File: src/rtl/riscv_cfi_decrypt_seq_if.sv
// Fetch-side handshake bundle for the CFI decrypt sequencer.
// slave: the decrypt block; master: the fetch unit / consumer pair driving it.
interface riscv_cfi_decrypt_seq_if #(
  parameter int unsigned CFI_TAG_WIDTH = 160
) ();
  logic                     flush_i;
  logic                     cfi_en_i;
  logic [CFI_TAG_WIDTH-1:0] cfi_tag_i;
  logic                     in_valid_i;
  logic                     in_ready_o;
  logic [31:0]              in_rdata_i;
  logic [31:0]              in_addr_i;
  logic                     out_valid_o;
  logic                     out_ready_i;
  logic [31:0]              out_rdata_o;
  logic [31:0]              out_addr_o;
  logic                     busy_o;

  modport slave (
    input  flush_i, cfi_en_i, cfi_tag_i, in_valid_i, in_rdata_i, in_addr_i, out_ready_i,
    output in_ready_o, out_valid_o, out_rdata_o, out_addr_o, busy_o
  );

  modport master (
    output flush_i, cfi_en_i, cfi_tag_i, in_valid_i, in_rdata_i, in_addr_i, out_ready_i,
    input  in_ready_o, out_valid_o, out_rdata_o, out_addr_o, busy_o
  );
endinterface

File: src/rtl/riscv_cfi_decrypt_seq.sv
// Single-word fetch decrypt sequencer: accepts one fetched word, optionally XORs it
// with a keystream word derived over ROUNDS cycles from the fetch address and CFI tag,
// then holds the plaintext until the consumer takes it.
module riscv_cfi_decrypt_seq #(
  parameter int unsigned CFI_TAG_WIDTH = 160,
  parameter int unsigned ROUNDS        = 4
) (
  input logic                     clk,
  input logic                     rst_n,
  riscv_cfi_decrypt_seq_if.slave  bus
);

  typedef enum logic [1:0] {StIdle, StCalc, StHold} state_e;

  localparam logic [3:0] LastCnt = 4'(ROUNDS - 1);

  state_e      state_q;
  logic [3:0]  cnt_q;
  logic [31:0] s_q;
  logic [31:0] rdata_q;
  logic [31:0] addr_q;
  logic        mode_q;

  logic        accept;
  logic [31:0] s_next;

  // Only the low 64 tag bits carry key material.
  if (CFI_TAG_WIDTH > 64) begin : g_tag_hi
    logic unused_tag_hi;
    assign unused_tag_hi = ^bus.cfi_tag_i[CFI_TAG_WIDTH-1:64];
  end

  assign bus.in_ready_o  = (state_q == StIdle) & ~bus.flush_i;
  assign accept          = bus.in_valid_i & bus.in_ready_o;
  assign bus.out_valid_o = (state_q == StHold);
  assign bus.busy_o      = (state_q != StIdle);
  assign bus.out_rdata_o = rdata_q;
  assign bus.out_addr_o  = addr_q;

  // One keystream round; the tag is read live, the driver keeps it stable while busy.
  assign s_next = {s_q[26:0], s_q[31:27]} ^ bus.cfi_tag_i[63:32] ^ {28'd0, cnt_q};

  // Sequencer FSM and datapath registers; flush overrides every other event.
  always_ff @(posedge clk or negedge rst_n) begin
    if (!rst_n) begin
      state_q <= StIdle;
      cnt_q   <= '0;
      s_q     <= '0;
      rdata_q <= '0;
      addr_q  <= '0;
      mode_q  <= 1'b0;
    end else if (bus.flush_i) begin
      state_q <= StIdle;
    end else begin
      unique case (state_q)
        StIdle: begin
          if (accept) begin
            rdata_q <= bus.in_rdata_i;
            addr_q  <= bus.in_addr_i;
            mode_q  <= bus.cfi_en_i;
            cnt_q   <= '0;
            s_q     <= bus.in_addr_i ^ bus.cfi_tag_i[31:0];
            state_q <= bus.cfi_en_i ? StCalc : StHold;
          end
        end
        StCalc: begin
          s_q   <= s_next;
          cnt_q <= cnt_q + 4'd1;
          if (cnt_q == LastCnt) begin
            // Only the mode latched at accept decides whether the word is decrypted.
            if (mode_q) rdata_q <= rdata_q ^ s_next;
            state_q <= StHold;
          end
        end
        StHold: begin
          if (bus.out_ready_i) state_q <= StIdle;
        end
        default: state_q <= StIdle;
      endcase
    end
  end

endmodule

File: src/flat_wrapper.sv
// flat-port wrapper written by rule: the top's interface ports become plain ports
module riscv_cfi_decrypt_seq_flat 
#(
  parameter int unsigned CFI_TAG_WIDTH = 160,
  parameter int unsigned ROUNDS        = 4
)
  (clk, rst_n, bus_flush_i, bus_cfi_en_i, bus_cfi_tag_i, bus_in_valid_i, bus_in_rdata_i, bus_in_addr_i, bus_out_ready_i, bus_in_ready_o, bus_out_valid_o, bus_out_rdata_o, bus_out_addr_o, bus_busy_o);
  riscv_cfi_decrypt_seq_if #(.CFI_TAG_WIDTH(CFI_TAG_WIDTH)) bus_i ();
  input logic clk;
  input logic rst_n;
  input wire logic [$bits(bus_i.flush_i)-1:0] bus_flush_i;
  input wire logic [$bits(bus_i.cfi_en_i)-1:0] bus_cfi_en_i;
  input wire logic [$bits(bus_i.cfi_tag_i)-1:0] bus_cfi_tag_i;
  input wire logic [$bits(bus_i.in_valid_i)-1:0] bus_in_valid_i;
  input wire logic [$bits(bus_i.in_rdata_i)-1:0] bus_in_rdata_i;
  input wire logic [$bits(bus_i.in_addr_i)-1:0] bus_in_addr_i;
  input wire logic [$bits(bus_i.out_ready_i)-1:0] bus_out_ready_i;
  output wire logic [$bits(bus_i.in_ready_o)-1:0] bus_in_ready_o;
  output wire logic [$bits(bus_i.out_valid_o)-1:0] bus_out_valid_o;
  output wire logic [$bits(bus_i.out_rdata_o)-1:0] bus_out_rdata_o;
  output wire logic [$bits(bus_i.out_addr_o)-1:0] bus_out_addr_o;
  output wire logic [$bits(bus_i.busy_o)-1:0] bus_busy_o;
  assign bus_i.flush_i = bus_flush_i;
  assign bus_i.cfi_en_i = bus_cfi_en_i;
  assign bus_i.cfi_tag_i = bus_cfi_tag_i;
  assign bus_i.in_valid_i = bus_in_valid_i;
  assign bus_i.in_rdata_i = bus_in_rdata_i;
  assign bus_i.in_addr_i = bus_in_addr_i;
  assign bus_i.out_ready_i = bus_out_ready_i;
  assign bus_in_ready_o = bus_i.in_ready_o;
  assign bus_out_valid_o = bus_i.out_valid_o;
  assign bus_out_rdata_o = bus_i.out_rdata_o;
  assign bus_out_addr_o = bus_i.out_addr_o;
  assign bus_busy_o = bus_i.busy_o;
  riscv_cfi_decrypt_seq #(.CFI_TAG_WIDTH(CFI_TAG_WIDTH), .ROUNDS(ROUNDS)) u_core (.clk(clk), .rst_n(rst_n), .bus(bus_i));
endmodule
File: config.mk
export PLATFORM = sky130hd
export DESIGN_NAME = riscv_cfi_decrypt_seq_flat
export DESIGN_NICKNAME = d
export VERILOG_FILES = /design/src/rtl/riscv_cfi_decrypt_seq_if.sv /design/src/rtl/riscv_cfi_decrypt_seq.sv /design/src/flat_wrapper.sv
export SDC_FILE = /design/constraint.sdc
export NUM_CORES = 1
export LEC_CHECK = 0
export CAP_MARGIN = 20
export CORE_AREA = 3 3 119 121
export DETAILED_ROUTE_END_ITERATION = 6
export DIE_AREA = 0 0 122 124
export GPL_TIMING_DRIVEN = 0
export PLACE_DENSITY_LB_ADDON = 0.25
export SLEW_MARGIN = 20
export SYNTH_ARGS = -nofsm -noshare
export SYNTH_HDL_FRONTEND = slang
export SYNTH_SLANG_ARGS = --single-unit
File: constraint.sdc
create_clock -name clk -period 4.3 [get_ports clk]
set_clock_uncertainty 0.05 [all_clocks]
set_input_delay 0.43 -clock clk [delete_from_list [all_inputs] [get_ports clk]]
set_output_delay 0.43 -clock clk [all_outputs]
set_load 0.01 [all_outputs]
# Yosys cells after proc, flatten, opt, wreduce, memory -nomap -nowiden
# Index checks and enable logic that the tools add are counted.
[word_totals]
ff_bits = 103
[classes]
mux = 14
n_bitwise = 7
eq_ne = 9
n_reduce_logical = 7
n_addsub = 1
[op_table]
columns = ["operator", "n"]
rows = [
  ["32-bit 2-to-1 mux", 4],
  ["32-bit one-hot mux with 2 select lines", 2],
  ["32-bit XOR", 3],
  ["32-bit by 4-bit XOR with 32-bit output", 1],
  ["2-bit 2-to-1 mux", 5],
  ["3-bit AND reduction", 3],
  ["4-bit one-hot mux with 2 select lines", 1],
  ["2-bit by 1-bit != test with 1-bit output (second input constant)", 3],
  ["3-bit by 2-bit != test with 1-bit output (second input constant)", 2],
  ["2-bit one-hot mux with 3 select lines", 1],
  ["5-bit AND reduction", 1],
  ["4-bit by 1-bit adder with 4-bit output (second input constant)", 1],
  ["4-bit by 2-bit equality test with 1-bit output (second input constant)", 1],
  ["4-bit 2-to-1 mux", 1],
  ["2-bit nonzero test", 2],
  ["3-bit != test (second input constant)", 1],
  ["1-bit bitwise AND", 2],
  ["2-bit by 1-bit equality test with 1-bit output (second input constant)", 1],
  ["2-bit equality test (second input constant)", 1],
  ["2-bit logical NOT", 1],
  ["1-bit inverter", 1],
]

# Logic depth before layout (Yosys ltp)
[logic_depth]
ltp_word = 6
mapped_depth = 7

# Least setup slack after synthesis
# No wires, ideal clock.
[synth_path]
path_type = "register to register"
start = "register u_core.state_q[0]"
end = "register u_core.addr_q[10], in the netlist u_core.bus.out_addr_o[10]"
path_buffers = 3
arrival_ns = 1.412
t_required_ns = 4.125
path_stages_with_launch = 7
slack_ns = 2.713
path_cell_list = "dfrtp_1 > buf_6 > nor2b_1 > buf_4 > nor2_8 > buf_6 > mux2_4"
[synth_between]
elab_chain_len = 4
[synth_lines]
columns = ["element", "line", "source"]
rows = [
  ["start: declaration", "riscv_cfi_decrypt_seq.sv:17", "state_e state_q;"],
  ["start signal: assignment", "riscv_cfi_decrypt_seq.sv:46", "state_q <= StIdle;"],
  ["start signal: assignment", "riscv_cfi_decrypt_seq.sv:53", "state_q <= StIdle;"],
  ["start signal: assignment", "riscv_cfi_decrypt_seq.sv:63", "state_q <= bus.cfi_en_i ? StCalc : StHold;"],
  ["2-bit logical NOT *", "riscv_cfi_decrypt_seq.sv:33, riscv_cfi_decrypt_seq.sv:55", ""],
  ["1-bit bitwise AND", "riscv_cfi_decrypt_seq.sv:33", "assign bus.in_ready_o = (state_q == StIdle) & ~bus.flush_i;"],
  ["1-bit bitwise AND", "riscv_cfi_decrypt_seq.sv:34", "assign accept = bus.in_valid_i & bus.in_ready_o;"],
  ["3-bit AND reduction (no source line) *", "-", ""],
  ["end signal: assignment", "riscv_cfi_decrypt_seq.sv:59", "addr_q <= bus.in_addr_i;"],
  ["end: declaration", "riscv_cfi_decrypt_seq.sv:21", "logic [31:0] addr_q;"],
]
# Mark *: on every way between the ends. The rest lies on a longest branch, timed or not.
# A chain may end at the register's enable or synchronous reset.

# Worst setup path after layout
[layout_path]
start = "register u_core.state_q[0]"
end = "output port bus_in_ready_o"
[layout_between]
elab_chain_len = 2
[layout_lines]
columns = ["element", "line", "source"]
rows = [
  ["2-bit logical NOT", "riscv_cfi_decrypt_seq.sv:33", ""],
  ["1-bit bitwise AND", "riscv_cfi_decrypt_seq.sv:33", ""],
  ["end: declaration", "flat_wrapper.sv:18", "output wire logic [$bits(bus_i.in_ready_o)-1:0] bus_in_ready_o;"],
]
# No other way between the ends.

==> impl_metrics.py <==
metrics = {
    "worst_setup_path": {
        "path_cells": "buf_6, or2_2, nor2_1, clkdlybuf4s50_1",
        "critical_path_required_ns": 3.82,
        "slowest_stage": "clkdlybuf4s50_1",
        "endpoint_kind": "output pin",
        "start_kind": "register",
        "crit_buf_inv": 2,
        "worstPathMaxFanout": 10,
        "critPathArrivalTime_ns": 1.80,
        "cp_top_family": "buffers and inverters",
        "critPathKind": "register to output pin",
        "slowest_delay_ns": 0.54,
    },
    "cts": {
        "cts_buffers": 9,
        "cts_buffer_depth": 2,
        "cts-resized-gates": 0,
        "path_clk_slew_ns": 0.07,
        "htree_levels": 3,
        "clock_sinks": 103,
        "root_buffer": "clkbuf_16",
        "cts_tree": "done",
        "clkLatencyLatePin_ns": 0.35,
        "holdBufCountCts": 0,
        "postCtsSetupBuffers": 0,
    },
    "final_layout": {
        "drive_gt1_share_pct": 11.2,
        "fin_util_pct": 61.6,
        "finalNetCount": 1003,
        "syn_to_final_growth_pct": 45.2,
        "layout_commonest_cell": "clkdlybuf4s50_1",
        "antennaDiodeCount": 0,
        "final_area_um2": 8120,
        "final_cell_mix": "clkdlybuf4s50_1 (199), dfrtp_1 (103), nand2_1 (68), nor2_1 (67), a21oi_1 (61)",
    },
    "grt": {
        "grt.busiest_layer": "met2",
        "use_met3_pct": 7.67,
        "met2_usage_pct": 39.1,
        "grt_use_met1_pct": 29.9,
        "grt_pass1_vias": 5302,
        "overflow": 0,
        "grt_pass1_wl_um": 27700,
        "grt_max_degree": 59,
        "antenna_found_initial": 0,
        "grt_usage_pct": 23.8,
    },
    "synth": {
        "synth-edff-count": 0,
        "netlist_top_cells_area": "dfrtp_1 (46%), mux2_4 (7.8%), a21oi_1 (5.5%)",
        "syn_area_um2": 5590,
        "synthCells": 560,
        "synth_area_per_cell_um2": 9.99,
        "synth_warnings": 0,
        "synth_top_area_share_pct": 46.1,
        "async_flop_share_pct": 100,
        "yosys.area.top_type": "dfrtp_1",
        "synth_top_flop_cell": "dfrtp_1",
        "ys_ff_latch": 103,
        "synth_cell_type_count": 35,
        "ys_seq_area_share_pct": 46.1,
        "syn_nets": 791,
    },
    "detailed_routing": {
        "ant_nets": 0,
        "drtIter0Drc": 371,
        "drc": 0,
        "via_per_inst": 5.31,
        "finalWirelength_um": 18000,
        "vias": 5055,
        "wl_per_cell_um": 18.9,
        "dr.pass1.iters": 5,
    },
    "timing": {
        "worst_slew_pin_slew_ns": 0.578,
        "fmax_mhz": 439,
        "setup_ws_ns": 2.02,
        "maxSlewViolCount": 0,
        "rsz0062_at_grt": "false",
        "fin_crit_sh_pct": 53.0,
        "whs_ns": 0.00687,
        "finalSetupViolations": 0,
        "fin_crit_ns": 2.28,
        "finalHoldViolations": 0,
        "relSlewSlack_pct": 61.5,
    },
    "hold_path": {
        "hp-class": "primary input to async pin",
    },
    "placed_design": {
        "dp_slack_ns": 1.86,
        "placed_area_um2": 7840,
        "numPortBuffers": 200,
        "gp_congestion": 0.842,
        "dp_hpwl_um": 13400,
    },
    "power_and_ir_drop": {
        "cellPowerDensity_nw_per_um2": 429,
        "peakVddDrop_uv": 230,
        "finalPower_w": 0.00348,
        "p_leak_nw": 3.52,
    },
    "status": {
        "status": "finished clean",
    },
    "die": {
        "start_util_pct": 42.4,
        "die_x_um": 122,
        "ios": 297,
        "core_area_um2": 13200,
        "die-area_um2": 15100,
        "row_count": 42,
        "die_h_um": 124,
    },
    "run": {
        "maxCapViolCount": 0,
    },
}
==> power breakdown <==
part / switching, W / internal, W / total (W)
combinational: 0.000561 / 0.000749 / 0.00131
clock: 0.000351 / 0.000439 / 0.000790
sequential: 0.000176 / 0.00121 / 0.00138
==> sequential cells by signal (all words and copies together) (netlist names) <==
register	flops
u_core.bus.out_rdata_o	32
u_core.bus.out_addr_o	32
u_core.cnt_q	4
u_core.state_q	2
u_core.s_q	32
u_core.mode_q	1
==> per-stage QoR <==
stage                     setup TNS, ns  cells
after floorplan                       0    560
after global placement          -130.90    936
after detailed placement              0    937
after CTS                             0    952
after global routing                  0    952
final                                 0    952
==> cells by family after synthesis <==
group                    Yosys count  synth area share (%)
buffers and inverters             40                  4.30
AO/OA/AOI/OAI                    167                  18.0
adder cells (fa/ha/maj)            1                 0.224
flip-flops                       103                  46.1
multiplexers                      35                  9.00
XOR/XNOR                          66                  11.4
AND/OR/NAND/NOR                  148                  10.9
==> worst register-to-register path: stages, from the launching register on <==
cell and delay, ns:
dfrtp_1 0.40, ha_1 0.20, nor3b_2 0.46, buf_2 0.35, a21oi_1 0.11, nor2_1 0.13, a2bb2oi_1 0.22
==> cells in the mapped netlist (21+ instances only) <==
cell	count
nand2_1	68
o21ai_0	32
buf_2	21
mux2_4	29
nor2_1	67
dfrtp_1	103
o22ai_1	32
xnor2_1	32
xor2_1	30
a21oi_1	61
a2bb2oi_1	32
==> final cells by class <==
cell class | instances | area, µm²
Inverter | 1 | 3.75
Buffer | 39 | 236
Tap cell | 176 | 220
Sequential cell | 103 | 2580
Fill cell | 1083 | 5070
Timing Repair Buffer | 201 | 2030
Clock buffer | 15 | 278
Multi-Input combinational cell | 417 | 2770
==> routing by layer <==
layer,vias up,part of all wire (%)
met5,-,0
met4,0,2.0
met3,26,8.7
met2,234,48
met1,2430,42
li1,2365,-
==> final timing paths <==
path	cells past startpoint	slack (ns)	startpoint	end
max in group asynchronous	2	3.58	rst_n	u_core.bus.out_rdata_o[19]$_DFFE_PN0P_
setup reg to reg	6	2.29	u_core.cnt_q[1]$_DFFE_PN0P_	u_core.bus.out_rdata_o[10]$_DFFE_PN0P_
hold / removal	1	0.007	rst_n	u_core.state_q[1]$_DFFE_PN0P_
min in group clk	2	0.45	u_core.s_q[17]$_DFFE_PN0P_	u_core.s_q[17]$_DFFE_PN0P_
hold reg to reg	2	0.45	u_core.s_q[17]$_DFFE_PN0P_	u_core.s_q[17]$_DFFE_PN0P_
setup / recovery	4	2.02	u_core.state_q[0]$_DFFE_PN0P_	bus_in_ready_o
Power figures use the tool's default switching activity.
